==> src/rtl/ifm_skew_fetch_if.sv <==
// Bus bundle between the IFM read-side fetch controller, its command source,
// the banked port-B RAM read path and the systolic-array row inputs.
interface ifm_skew_fetch_if #(
    parameter int ADDR_WIDTH = 19,
    parameter int DATA_WIDTH = 8,
    parameter int NUM_BANKS  = 16,
    parameter int LEN_WIDTH  = 16
);
    logic                            start;
    logic [ADDR_WIDTH-1:0]           base_addr;
    logic [LEN_WIDTH-1:0]            num_rows;
    logic                            busy;
    logic                            done;
    logic                            rd_en;
    logic [NUM_BANKS*ADDR_WIDTH-1:0] rd_addr;
    logic [DATA_WIDTH*NUM_BANKS-1:0] rd_data;
    logic [DATA_WIDTH*NUM_BANKS-1:0] out_data;
    logic [NUM_BANKS-1:0]            out_valid;

    // Command source / RAM model side
    modport master (
        output start, base_addr, num_rows, rd_data,
        input  busy, done, rd_en, rd_addr, out_data, out_valid
    );

    // Fetch controller side
    modport slave (
        input  start, base_addr, num_rows, rd_data,
        output busy, done, rd_en, rd_addr, out_data, out_valid
    );
endinterface

==> src/rtl/ifm_skew_fetch.sv <==
// Read-side controller for the banked IFM RAM: fetches num_rows vectors from
// consecutive addresses and feeds them to the systolic array with a diagonal
// skew (lane i delayed i extra cycles). Lanes without data are driven to zero.
module ifm_skew_fetch #(
    parameter int ADDR_WIDTH = 19,
    parameter int DATA_WIDTH = 8,
    parameter int NUM_BANKS  = 16,
    parameter int LEN_WIDTH  = 16
) (
    input logic             clk,
    input logic             rst,
    ifm_skew_fetch_if.slave bus
);

    localparam int DRAIN_W = $clog2(NUM_BANKS + 1);

    typedef enum logic [1:0] {
        IDLE,
        FETCH,
        DRAIN
    } state_t;

    state_t                state;
    logic [ADDR_WIDTH-1:0] addr_q;
    logic [LEN_WIDTH-1:0]  row_cnt;
    logic [LEN_WIDTH-1:0]  last_row;
    logic [DRAIN_W-1:0]    drain_cnt;
    logic                  busy_q;
    logic                  done_q;
    logic                  rd_en_q;
    logic                  rd_valid;

    assign bus.busy  = busy_q;
    assign bus.done  = done_q;
    assign bus.rd_en = rd_en_q;

    // Command FSM: accept a command in IDLE, issue one read per cycle, then wait
    // for the slowest lane to empty before signalling completion
    always_ff @(posedge clk or posedge rst) begin
        if (rst) begin
            state     <= IDLE;
            addr_q    <= '0;
            row_cnt   <= '0;
            last_row  <= '0;
            drain_cnt <= '0;
            busy_q    <= 1'b0;
            done_q    <= 1'b0;
            rd_en_q   <= 1'b0;
        end else begin
            done_q <= 1'b0;
            case (state)
                IDLE: begin
                    if (bus.start) begin
                        if (bus.num_rows != '0) begin
                            state    <= FETCH;
                            busy_q   <= 1'b1;
                            rd_en_q  <= 1'b1;
                            addr_q   <= bus.base_addr;
                            row_cnt  <= '0;
                            last_row <= bus.num_rows - LEN_WIDTH'(1);
                        end else begin
                            done_q <= 1'b1;
                        end
                    end
                end
                FETCH: begin
                    if (row_cnt == last_row) begin
                        state     <= DRAIN;
                        rd_en_q   <= 1'b0;
                        drain_cnt <= '0;
                    end else begin
                        row_cnt <= row_cnt + LEN_WIDTH'(1);
                        addr_q  <= addr_q + ADDR_WIDTH'(1);
                    end
                end
                DRAIN: begin
                    // One cycle of RAM latency, one capture stage, and
                    // NUM_BANKS-1 skew stages on the last lane
                    if (drain_cnt == DRAIN_W'(NUM_BANKS)) begin
                        state  <= IDLE;
                        busy_q <= 1'b0;
                        done_q <= 1'b1;
                    end else begin
                        drain_cnt <= drain_cnt + DRAIN_W'(1);
                    end
                end
                default: state <= IDLE;
            endcase
        end
    end

    // Port-B data arrives one cycle after its address, so the read strobe
    // delayed by one cycle marks which rd_data words belong to the command
    always_ff @(posedge clk or posedge rst) begin
        if (rst) begin
            rd_valid <= 1'b0;
        end else begin
            rd_valid <= rd_en_q;
        end
    end

    for (genvar i = 0; i < NUM_BANKS; i++) begin : g_lane
        logic [DATA_WIDTH-1:0] d_pipe [0:i];
        logic                  v_pipe [0:i];

        assign bus.rd_addr[i*ADDR_WIDTH +: ADDR_WIDTH] = addr_q;
        assign bus.out_data[i*DATA_WIDTH +: DATA_WIDTH] = d_pipe[i];
        assign bus.out_valid[i] = v_pipe[i];

        // Capture stage zeroes invalid words, then i skew stages carry data
        // and valid together so padding lanes stay at zero
        always_ff @(posedge clk or posedge rst) begin
            if (rst) begin
                for (int j = 0; j <= i; j++) begin
                    d_pipe[j] <= '0;
                    v_pipe[j] <= 1'b0;
                end
            end else begin
                d_pipe[0] <= rd_valid ? bus.rd_data[i*DATA_WIDTH +: DATA_WIDTH] : '0;
                v_pipe[0] <= rd_valid;
                for (int j = 1; j <= i; j++) begin
                    d_pipe[j] <= d_pipe[j-1];
                    v_pipe[j] <= v_pipe[j-1];
                end
            end
        end
    end

endmodule

==> src/flat_wrapper.sv <==
// flat-port wrapper written by rule: the top's interface ports become plain ports
module ifm_skew_fetch_flat 
#(
    parameter int ADDR_WIDTH = 19,
    parameter int DATA_WIDTH = 8,
    parameter int NUM_BANKS  = 16,
    parameter int LEN_WIDTH  = 16
)
  (clk, rst, bus_start, bus_base_addr, bus_num_rows, bus_rd_data, bus_busy, bus_done, bus_rd_en, bus_rd_addr, bus_out_data, bus_out_valid);
  ifm_skew_fetch_if #(.ADDR_WIDTH(ADDR_WIDTH), .DATA_WIDTH(DATA_WIDTH), .NUM_BANKS(NUM_BANKS), .LEN_WIDTH(LEN_WIDTH)) bus_i ();
  input logic clk;
  input logic rst;
  input wire logic [$bits(bus_i.start)-1:0] bus_start;
  input wire logic [$bits(bus_i.base_addr)-1:0] bus_base_addr;
  input wire logic [$bits(bus_i.num_rows)-1:0] bus_num_rows;
  input wire logic [$bits(bus_i.rd_data)-1:0] bus_rd_data;
  output wire logic [$bits(bus_i.busy)-1:0] bus_busy;
  output wire logic [$bits(bus_i.done)-1:0] bus_done;
  output wire logic [$bits(bus_i.rd_en)-1:0] bus_rd_en;
  output wire logic [$bits(bus_i.rd_addr)-1:0] bus_rd_addr;
  output wire logic [$bits(bus_i.out_data)-1:0] bus_out_data;
  output wire logic [$bits(bus_i.out_valid)-1:0] bus_out_valid;
  assign bus_i.start = bus_start;
  assign bus_i.base_addr = bus_base_addr;
  assign bus_i.num_rows = bus_num_rows;
  assign bus_i.rd_data = bus_rd_data;
  assign bus_busy = bus_i.busy;
  assign bus_done = bus_i.done;
  assign bus_rd_en = bus_i.rd_en;
  assign bus_rd_addr = bus_i.rd_addr;
  assign bus_out_data = bus_i.out_data;
  assign bus_out_valid = bus_i.out_valid;
  ifm_skew_fetch #(.ADDR_WIDTH(ADDR_WIDTH), .DATA_WIDTH(DATA_WIDTH), .NUM_BANKS(NUM_BANKS), .LEN_WIDTH(LEN_WIDTH)) u_core (.clk(clk), .rst(rst), .bus(bus_i));
endmodule
==> config.mk <==
export PLATFORM = sky130hd
export DESIGN_NAME = ifm_skew_fetch_flat
export DESIGN_NICKNAME = d
export VERILOG_FILES = /design/src/rtl/ifm_skew_fetch_if.sv /design/src/rtl/ifm_skew_fetch.sv /design/src/flat_wrapper.sv
export SDC_FILE = /design/constraint.sdc
export NUM_CORES = 1
export LEC_CHECK = 0
export CORE_MARGIN = 3
export CORE_UTILIZATION = 54
export CTS_BUF_LIST = sky130_fd_sc_hd__clkbuf_8
export CTS_CLUSTER_DIAMETER = 100
export DETAILED_ROUTE_END_ITERATION = 6
export GPL_ROUTABILITY_DRIVEN = 0
export PLACE_DENSITY_LB_ADDON = 0.08
export SLEW_MARGIN = 20
export SYNTH_ARGS = -nofsm -noshare
export SYNTH_HDL_FRONTEND = slang
export SYNTH_SLANG_ARGS = --single-unit
==> constraint.sdc <==
create_clock -name clk -period 55.8 [get_ports clk]
set_input_delay 11.16 -clock clk [delete_from_list [all_inputs] [get_ports clk]]
set_output_delay 11.16 -clock clk [all_outputs]
set_load 0.01 [all_outputs]
==> flow_summary.yaml <==
power:
  power_frac_clock: 0.434
  seq_power_share: 0.546
  power_density_mw_per_mm2: 35.7
  irDropWorstVdd_uv: 21.5
  p_switching_mw: 0.323
  p_leak_nw: 21.9
  pwr-share-comb: 0.019
  netSwitchingFraction: 0.209
  internal_power_mw: 1.22
  power.total_mw: 1.55
layout:
  regArea_mm2: 0.0292
  multi_input_area_mm2: 0.00310
  layout.nets: 2660
  fill_cells: 4311
  utilization: 0.669
  area_growth_pct: 22.0
  layout-drive-gt1-share: 0.110
  stdcell_count: 3478
critical_path:
  worstPathArrival_ps: 15730
  cp-end-kind: "async pin"
  required_ps: 56550
  critical_path_peak_fanout: 193
  criticalPathCategory: "in -> async"
  r2r_slack_ps: 52620
  start_kind: "input pin"
  r2r_end: "u_core.drain_cnt[3]$_DFFE_PP0P_"
  rr_startpoint: "u_core.state[1]$_DFFE_PP0P_"
  rr_worst_depth: 7
floorplan:
  core.rowCount: 93
  die_w_um: 263
  die_area_mm2: 0.0689
  dieHeight_um: 263
  io_pins: 617
  placeableCoreArea_mm2: 0.0648
  start_util: 0.548
grt:
  antenna_found_initial: 7
  grt_max_degree: 217
  grt_pass1_wl_um: 93000
  grt_usage: 0.174
  overflow: 0
  grt_pass1_vias: 17100
sta:
  rsz0062_at_grt: "no"
  hold_violations: 0
  tightest_slew_ps: 1050
  maxSlewViolCount: 0
  finalSetupViolCount: 0
  period_needed_ps: 14980
  tns_ps: 0
  fin_worst_skew_ps: 35.0
  period_share: 0.268
  max-slew-margin-rel: 0.299
  fmax_mhz: 66.8
cts:
  cts_hold_buf: 0
  cts_tree: "done"
  path_clk_slew_ps: 60
  numCtsBuffers: 171
  clockBufferDepth: 3
  htree_levels: 4
  cts-root-buf: "clkbuf_8"
  cts.sinks: 1166
  worstSkewPairLatency_ps: 770
  postCtsSetupBuffers: 0
  cts_resized: 0
worst_hold_path:
  hold_depth: 0
  hold_path.class: "reg -> reg"
  hp-start: "u_core.g_lane[8].d_pipe[50]$_DFF_PP0_"
  min_to: "u_core.g_lane[8].d_pipe[42]$_DFF_PP0_"
place:
  dp_cells: 3165
  post-dp-hpwl_um: 37700
  portBuffers: 616
routing:
  routed_wl_um: 58900
  avgRoutedWirePerCell_um: 16.9
  dr.pass1.iters: 7
  drt_iter0_drc: 1077
  vias: 15900
  drc: 0
  ant_nets: 0
  vias_per_cell: 4.58
synthesis:
  synth_cell_types: 59
  netlist_instances: 2125
  synthFlopType: "dfrtp_1"
  ys_seq_area_frac: 0.821
  synth_nets: 2300
  yosysWarnings: 0
  avgSynthCellArea_um2: 16.7
  synth-async-reset-ratio: 1.00
  synth-edff-count: 0
  ys_seq_elements: 1166
  synth.cell_area_mm2: 0.0355
flow_run:
  max-cap-violations: 0
outcome:
  status: "finished clean"
final cells by class:
cell class | count | area share
Sequential cell | 1166 | 0.673
Clock buffer | 210 | 0.0667
Timing Repair Buffer | 633 | 0.147
Multi-Input combinational cell | 497 | 0.0716
Clock inverter | 96 | 0.0153
Inverter | 16 | 0.00156
Tap cell | 855 | 0.0247
Antenna cell | 5 | 0.000289
registers in the layout (all words and copies together) (netlist names):
name	cells
u_core.addr_q	19
u_core.bus.rd_en	1
u_core.rd_valid	1
u_core.bus.out_valid	7
u_core.bus.out_data	120
u_core.g_lane.v_pipe	9
u_core.row_cnt	16
u_core.g_lane.d_pipe	968
u_core.bus.done	1
u_core.bus.busy	1
u_core.last_row	16
u_core.state	2
u_core.drain_cnt	5
synthesized netlist by cell type, types with 3 or more instances:
master	number	share of area
nand2_1	65	0.0069
and3_1	14	0.0025
a211oi_1	7	0.0015
nor4_1	8	0.0014
a31oi_1	7	0.0012
or4b_2	4	0.0011
or4_1	8	0.0017
xor2_1	5	0.0012
ha_1	9	0.0032
or3_1	8	0.0014
inv_1	16	0.0017
o21ai_0	23	0.0032
xnor2_1	23	0.0057
buf_4	406	0.086
nor2_1	28	0.0030
a311o_1	4	0.0011
o21ai_1	3	0.00042
nand4_1	12	0.0021
a21oi_1	17	0.0024
clkbuf_1	33	0.0035
nor3_1	20	0.0028
buf_2	5	0.00070
nand2b_1	3	0.00053
o31ai_1	4	0.00084
and2_1	129	0.023
dfrtp_1	1166	0.82
nand3_1	32	0.0045
o22ai_1	18	0.0032
o311ai_0	3	0.00074
mux2_2	10	0.0032
routing by layer:
metal,track usage,wire (µm)
met4,0.0655,1200
met2,0.282,29600
met3,0.0687,5090
met1,0.214,23000
met5,0,49
metrics by stage:
stage / worst slack [ps] / hold WS (ps) / instance area [µm²]
after floorplan: 11800 / 331 / 35500
after global placement: 39990 / 331 / 39700
after detailed placement: 39810 / 335 / 39700
after CTS: 40680 / 308 / 43300
after global routing: 40080 / 317 / 43300
final: 40820 / 317 / 43400
power by group through the flow:
stage	logic (mW)	clock network [mW]	registers [mW]
floorplan	0.0131	0	0.863
global placement	0.0302	0	0.861
detailed placement	0.0308	0	0.861
CTS	0.0309	0.699	0.846
global route	0.0342	0.738	0.845
finish	0.0299	0.672	0.846
cell usage in the layout, fill, tap and decap left out, types with 4 or more instances in the layout:
cell type / instances
a211oi_1: 7
o21ai_0: 23
inv_1: 75
nor2_1: 28
and2_1: 129
mux2_2: 10
o22ai_1: 18
ha_1: 9
clkbuf_8: 210
clkinv_8: 6
nand3_1: 31
nor4_1: 7
a311o_1: 4
bufinv_16: 5
nor3_1: 20
or4_1: 8
a31oi_1: 7
buf_4: 10
diode_2: 5
xnor2_1: 23
clkdlybuf4s50_1: 616
or4b_2: 4
or3_1: 8
o31ai_1: 4
clkinv_2: 15
nand4_1: 12
nand2_1: 65
xor2_1: 5
a21oi_1: 17
dfrtp_1: 1165
and3_1: 14
worst max path at each step:
stage / startpoint / end / slack [ps] / cells past startpoint
2_1_floorplan: rst / u_core.addr_q[0]$_DFFE_PP0P_ / 11800 / 1
3_3_place_gp: rst / u_core.g_lane[0].d_pipe[0]$_DFF_PP0_ / 39990 / 6
3_5_place_dp: rst / u_core.bus.out_data[14]$_DFF_PP0_ / 39810 / 6
4_1_cts: rst / u_core.bus.out_data[17]$_DFF_PP0_ / 40680 / 6
5_1_grt: rst / u_core.g_lane[11].d_pipe[39]$_DFF_PP0_ / 40080 / 6
6_report: rst / u_core.g_lane[4].d_pipe[9]$_DFF_PP0_ / 40820 / 6
critical path, stage by stage:
cell and delay [ps]:
clkdlybuf4s50_1 490, inv_8 590, buf_4 780, buf_12 710
buf_4 800, buf_4 880
kinds of logic after synthesis:
group	count (synthesis)	synth area share
AND/OR/NAND/NOR	344	0.0541
AO/OA/AOI/OAI	104	0.0191
adder cells (fa/ha/maj)	9	0.00317
flip-flops	1166	0.821
XOR/XNOR	28	0.00690
buffers and inverters	462	0.0921
multiplexers	12	0.00373
(Power assumes the default switching activity.)
==> RTL edit 1 (same settings) <==
`LEN_WIDTH` is set to 16 in 3 places; all go to 32.
--- a/src/rtl/ifm_skew_fetch_if.sv
+++ b/src/rtl/ifm_skew_fetch_if.sv
@@ -4,7 +4,7 @@
     parameter int ADDR_WIDTH = 19,
     parameter int DATA_WIDTH = 8,
     parameter int NUM_BANKS  = 16,
-    parameter int LEN_WIDTH  = 16
+    parameter int LEN_WIDTH  = 32
 );
     logic                            start;
     logic [ADDR_WIDTH-1:0]           base_addr;
--- a/src/rtl/ifm_skew_fetch.sv
+++ b/src/rtl/ifm_skew_fetch.sv
@@ -5,7 +5,7 @@
     parameter int ADDR_WIDTH = 19,
     parameter int DATA_WIDTH = 8,
     parameter int NUM_BANKS  = 16,
-    parameter int LEN_WIDTH  = 16
+    parameter int LEN_WIDTH  = 32
 ) (
     input logic             clk,
     input logic             rst,
--- a/src/flat_wrapper.sv
+++ b/src/flat_wrapper.sv
@@ -4,7 +4,7 @@
     parameter int ADDR_WIDTH = 19,
     parameter int DATA_WIDTH = 8,
     parameter int NUM_BANKS  = 16,
-    parameter int LEN_WIDTH  = 16
+    parameter int LEN_WIDTH  = 32
 )
   (clk, rst, bus_start, bus_base_addr, bus_num_rows, bus_rd_data, bus_busy, bus_done, bus_rd_en, bus_rd_addr, bus_out_data, bus_out_valid);
   ifm_skew_fetch_if #(.ADDR_WIDTH(ADDR_WIDTH), .DATA_WIDTH(DATA_WIDTH), .NUM_BANKS(NUM_BANKS), .LEN_WIDTH(LEN_WIDTH)) bus_i ();
Interface: changed (resized bus_num_rows); port bits go from 617 to 633. No check against the original RTL was run, so the function may have changed too.
==> RTL edit 1 against the unedited design <==
- synthesized area grew 6.2%
- highest routed layer is now met4
- design area grew 5.8%
- sequential cell count grew 32
- wire length grew 15%
- worst setup slack lost 0.68 ns
- synthesized cell count grew 11%
Power is not compared: it rests on default switching activity, and its combinational part moved more than twofold at a synthesized area within 25%.
==> RTL edit 1: results (changes against the unedited design) <==
\begin{tabular}{lr}
\hline
Metric & Value \\
\hline
\multicolumn{2}{l}{\textbf{Outcome}} \\
\quad Result of the run & finished clean \\
\multicolumn{2}{l}{\textbf{Route}} \\
\quad Number of vias per cell & 4.77 (+4.3\%) \\
\quad 1st-iter DRT viols & 1482 (+38\%) \\
\quad Highest metal layer with signal wires & met4 \\
\quad Met1 Wirelength & 29.3 mm (+27\%) \\
\quad Routed len/inst & 17.9 microns (+5.5\%) \\
\multicolumn{2}{l}{\textbf{Final layout}} \\
\quad Non-CTS buffers & 648 (+2.4\%) \\
\quad \# fillers & 4803 (+11\%) \\
\quad Clock network contribution to total cell area & 8.18\% (-0.021 points) \\
\quad Non-clock buffer share of cell area & 14.2\% (-0.47 points) \\
\multicolumn{2}{l}{\textbf{Logic synthesis}} \\
\quad Synth Net Count & 2559 (+11\%) \\
\quad FF+latch count, synth & 1198 (+2.7\%) \\
\quad Cells taking the most area after synthesis & sky130\_fd\_sc\_hd\_\_dfrtp\_1 79\%, sky130\_fd\_sc\_hd\_\_buf\_4 8.1\%, sky130\_fd\_sc\_hd\_\_and2\_1 2.2\% \\
\multicolumn{2}{l}{\textbf{STA}} \\
\quad Layout Skew & 0.0469 ns (+0.0119 ns) \\
\multicolumn{2}{l}{\textbf{Global routing}} \\
\quad Met1 routing resource usage after global routing & 26.5\% (+5.1 points) \\
\quad Global-route wire length before repair & 107 mm (+15\%) \\
\quad Met3 Track Usage GR & 6.89\% (+0.021 points) \\
\quad Aggregate global-route resource usage & 18.9\% (+1.5 points) \\
\quad Maximum number of pins on one net before global-route repair & 219 (+0.92\%) \\
\multicolumn{2}{l}{\textbf{Worst setup path}} \\
\quad Register-to-register path setup slack & 52.34 ns (-0.28 ns) \\
\quad Critical R2R Launch & u\_core.state[0] \\
\quad Capture point of the worst reg-to-reg path & u\_core.addr\_q[1] \\
\multicolumn{2}{l}{\textbf{Placement}} \\
\quad Cell count after placement & 3477 (+9.9\%) \\
\quad Post-Place Setup Slack & 38.52 ns (-1.29 ns) \\
\multicolumn{2}{l}{\textbf{Min path}} \\
\quad Min-Delay Startpoint & u\_core.g\_lane[11].d\_pipe[39] \\
\hline
\end{tabular}
[RTL edit 1: cell count changes after synthesis, moves of 7 or more]
cell	unedited run	this run
sky130_fd_sc_hd__nand4_1	12	24
sky130_fd_sc_hd__buf_2	5	16
sky130_fd_sc_hd__nand3_1	32	39
sky130_fd_sc_hd__nor3_1	20	28
sky130_fd_sc_hd__clkbuf_1	33	41
sky130_fd_sc_hd__nor2_1	28	37
sky130_fd_sc_hd__o211ai_1	2	20
sky130_fd_sc_hd__xnor2_1	23	50
sky130_fd_sc_hd__a211o_1	1	10
sky130_fd_sc_hd__o21ai_0	23	36
sky130_fd_sc_hd__a221o_1	1	10
sky130_fd_sc_hd__nand2_1	65	112
sky130_fd_sc_hd__o22ai_1	18	8
sky130_fd_sc_hd__dfrtp_1	1166	1198
[RTL edit 1: cell families (layout without fill, tap and decap cells)]
logic type	after synthesis	in the layout	share of synthesized area [%]
buffers and inverters	485	975	9.03
muxes	13	13	0.365
xor gates and xnor gates	61	61	1.42
adders and majority gates	8	8	0.265
DFF	1198	1198	79.4
other	0	6	0
and+or+nand+nor	450	450	6.61
AOI/OAI and AO/OA	154	154	2.88
[RTL edit 1: worst max path at each step]
stage          from                      end  slack (ns)  cells past startpoint
3_5_place_dp    rst  u_core.bus.out_data[14]       38.52                      7
2_1_floorplan   rst         u_core.addr_q[0]       10.89                      1
4_1_cts         rst  u_core.bus.out_data[14]       39.46                      7
6_report        rst  u_core.bus.out_data[14]       40.14                      8
5_1_grt         rst  u_core.bus.out_data[14]       39.41                      8
3_3_place_gp    rst  u_core.bus.out_data[12]       38.77                      7
[RTL edit 1: power by group]
group | switching, mW | leakage [nW] | internal, mW
clock | 0.318 | 2.10 | 0.387
combinational | 0.240 | 4.03 | 0.303
sequential | 0.133 | 15.8 | 1.09
==> RTL edit 2 (same settings) <==
Without the edit above. Reset style: synchronous (`rst`), changed in 3 clocked blocks.
--- a/src/rtl/ifm_skew_fetch.sv
+++ b/src/rtl/ifm_skew_fetch.sv
@@ -36,7 +36,7 @@
 
     // Command FSM: accept a command in IDLE, issue one read per cycle, then wait
     // for the slowest lane to empty before signalling completion
-    always_ff @(posedge clk or posedge rst) begin
+    always_ff @(posedge clk) begin
         if (rst) begin
             state     <= IDLE;
             addr_q    <= '0;
@@ -91,7 +91,7 @@
 
     // Port-B data arrives one cycle after its address, so the read strobe
     // delayed by one cycle marks which rd_data words belong to the command
-    always_ff @(posedge clk or posedge rst) begin
+    always_ff @(posedge clk) begin
         if (rst) begin
             rd_valid <= 1'b0;
         end else begin
@@ -109,7 +109,7 @@
 
         // Capture stage zeroes invalid words, then i skew stages carry data
         // and valid together so padding lanes stay at zero
-        always_ff @(posedge clk or posedge rst) begin
+        always_ff @(posedge clk) begin
             if (rst) begin
                 for (int j = 0; j <= i; j++) begin
                     d_pipe[j] <= '0;
Check against the original RTL: not equivalent (Yosys sat finds a counterexample within 4 cycles, from zero or initial values and one cycle with rst high; the reset may be asserted at any time).
==> RTL edit 2 against the unedited design <==
- design area fell by 0.15%
- critical path type is now primary input to register
- first-iteration DRC count is 14% lower
- wire length increased by 2.6%
- synthesized area grew 1.1%
- worst setup slack improved by 0.97 ns
- sequential cell count did not move
- via count increased by 23%
- core utilization shrank 0.46 points
- final cell count increased by 27%
- sequential share of layout area fell by 13 points
Power is not compared: it rests on default switching activity, and its combinational part moved more than twofold at a synthesized area within 25%.
==> RTL edit 2: results (changes against the unedited design) <==
\begin{tabular}{lr}
\hline
Metric & Value \\
\hline
\multicolumn{2}{l}{\textbf{Outcome}} \\
\quad Result of the run & finished clean \\
\multicolumn{2}{l}{\textbf{Worst setup path}} \\
\quad End point of the critical path & u\_core.g\_lane[6].d\_pipe[0][24] \\
\quad Critical Path AT & 14.62 ns (-1.11 ns) \\
\quad Number of cells traversed by the worst register-to-register path & 6 (-1) \\
\quad Critical path peak fanout & 247 (+28\%) \\
\quad Maximum single-stage delay on the critical path & 0.93 ns (+0.05 ns) \\
\quad Critical R2R Launch & u\_core.addr\_q[2] \\
\multicolumn{2}{l}{\textbf{Global routing}} \\
\quad Aggregate global-route resource usage & 17.0\% (-0.49 points) \\
\quad Antenna violations before repair & 8 (+1) \\
\quad Met3 Track Usage GR & 6.77\% (-0.10 points) \\
\quad Maximum number of pins on one net before global-route repair & 248 (+14\%) \\
\quad Global-route wire length before repair & 96.0 mm (+3.2\%) \\
\multicolumn{2}{l}{\textbf{Final layout}} \\
\quad Inverters & 5 (-11) \\
\quad Count of nets after finishing & 3597 (+35\%) \\
\quad Area used by multi-input combinational logic & 9110 sq um (+190\%) \\
\quad Count of sequential standard cells & 1166 (unchanged) \\
\quad Number of multi-input combinational cells & 1454 (+190\%) \\
\quad CLK BUF & 222 (+5.7\%) \\
\quad Non-clock buffer share of cell area & 14.5\% (-0.20 points) \\
\quad Area occupied by registers & 23300 sq um (-20\%) \\
\multicolumn{2}{l}{\textbf{Logic synthesis}} \\
\quad Post-synthesis async set-or-reset flop share & 0\% (-100 points) \\
\quad Netlist area before placement & 35900 sq um (+1.1\%) \\
\quad Sequential element share of the synthesized area & 65.0\% (-17 points) \\
\quad Synth Net Count & 3324 (+45\%) \\
\quad Mean instance size in the synthesized netlist & 11.4 sq um (-32\%) \\
\quad Number of unique standard cell types used by synthesis & 64 (+8.5\%) \\
\multicolumn{2}{l}{\textbf{STA}} \\
\quad Transition at the pin with the smallest max-transition slack & 1.12 ns (+0.0729 ns) \\
\quad Layout Skew & 0.0305 ns (-0.00450 ns) \\
\multicolumn{2}{l}{\textbf{Route}} \\
\quad DR WL met3 & 5.11 mm (+0.31\%) \\
\quad Number of vias per cell & 4.45 (-2.7\%) \\
\quad 1st-iter DRT viols & 928 (-14\%) \\
\quad Met2 wire length & 29.6 mm (about the same) \\
\quad Met1 Wirelength & 24.3 mm (+5.6\%) \\
\quad Routed wire length & 60.4 mm (+2.6\%) \\
\multicolumn{2}{l}{\textbf{Clock network}} \\
\quad TritonCTS buffer count & 172 (+0.58\%) \\
\multicolumn{2}{l}{\textbf{Min path}} \\
\quad Number of cells traversed by the worst hold path & 1 (+1) \\
\multicolumn{2}{l}{\textbf{Placement}} \\
\quad Cell count after placement & 4107 (+30\%) \\
\hline
\end{tabular}
[RTL edit 2: changes by cell type after synthesis, sizes merged, moves of 22 or more]
cell / change
nor2: +22
nand2: -27
dfxtp: +1166
clkbuf: +103
dfrtp: -1166
nor2b: +982
[RTL edit 2: report_power, final]
| part | switching (mW) | internal (mW) | total (mW) | leakage (nW) |
|---|---|---|---|---|
| clock | 0.299 | 0.362 | 0.661 | 2.01 |
| combinational | 0.0411 | 0.0507 | 0.0918 | 5.58 |
| sequential | 0.0113 | 0.840 | 0.851 | 9.41 |
[RTL edit 2: cells by family (layout without fill, tap and decap cells)]
kind of cell,Yosys count,after routing,synth area share (%)
compound gates,116,116,2.15
simple gates,1300,1300,22.2
flops,1166,1166,65.0
fa+ha+maj,5,5,0.174
mux,3,3,0.0871
buf+inv,533,931,9.67
other cells,0,3,0
xor+xnor,30,30,0.732
[RTL edit 2: worst max-delay path: cells and delay by family]
family / cells / cell delay [ns]
buf+inv: 4 / 2.99
simple gates: 1 / 0.12
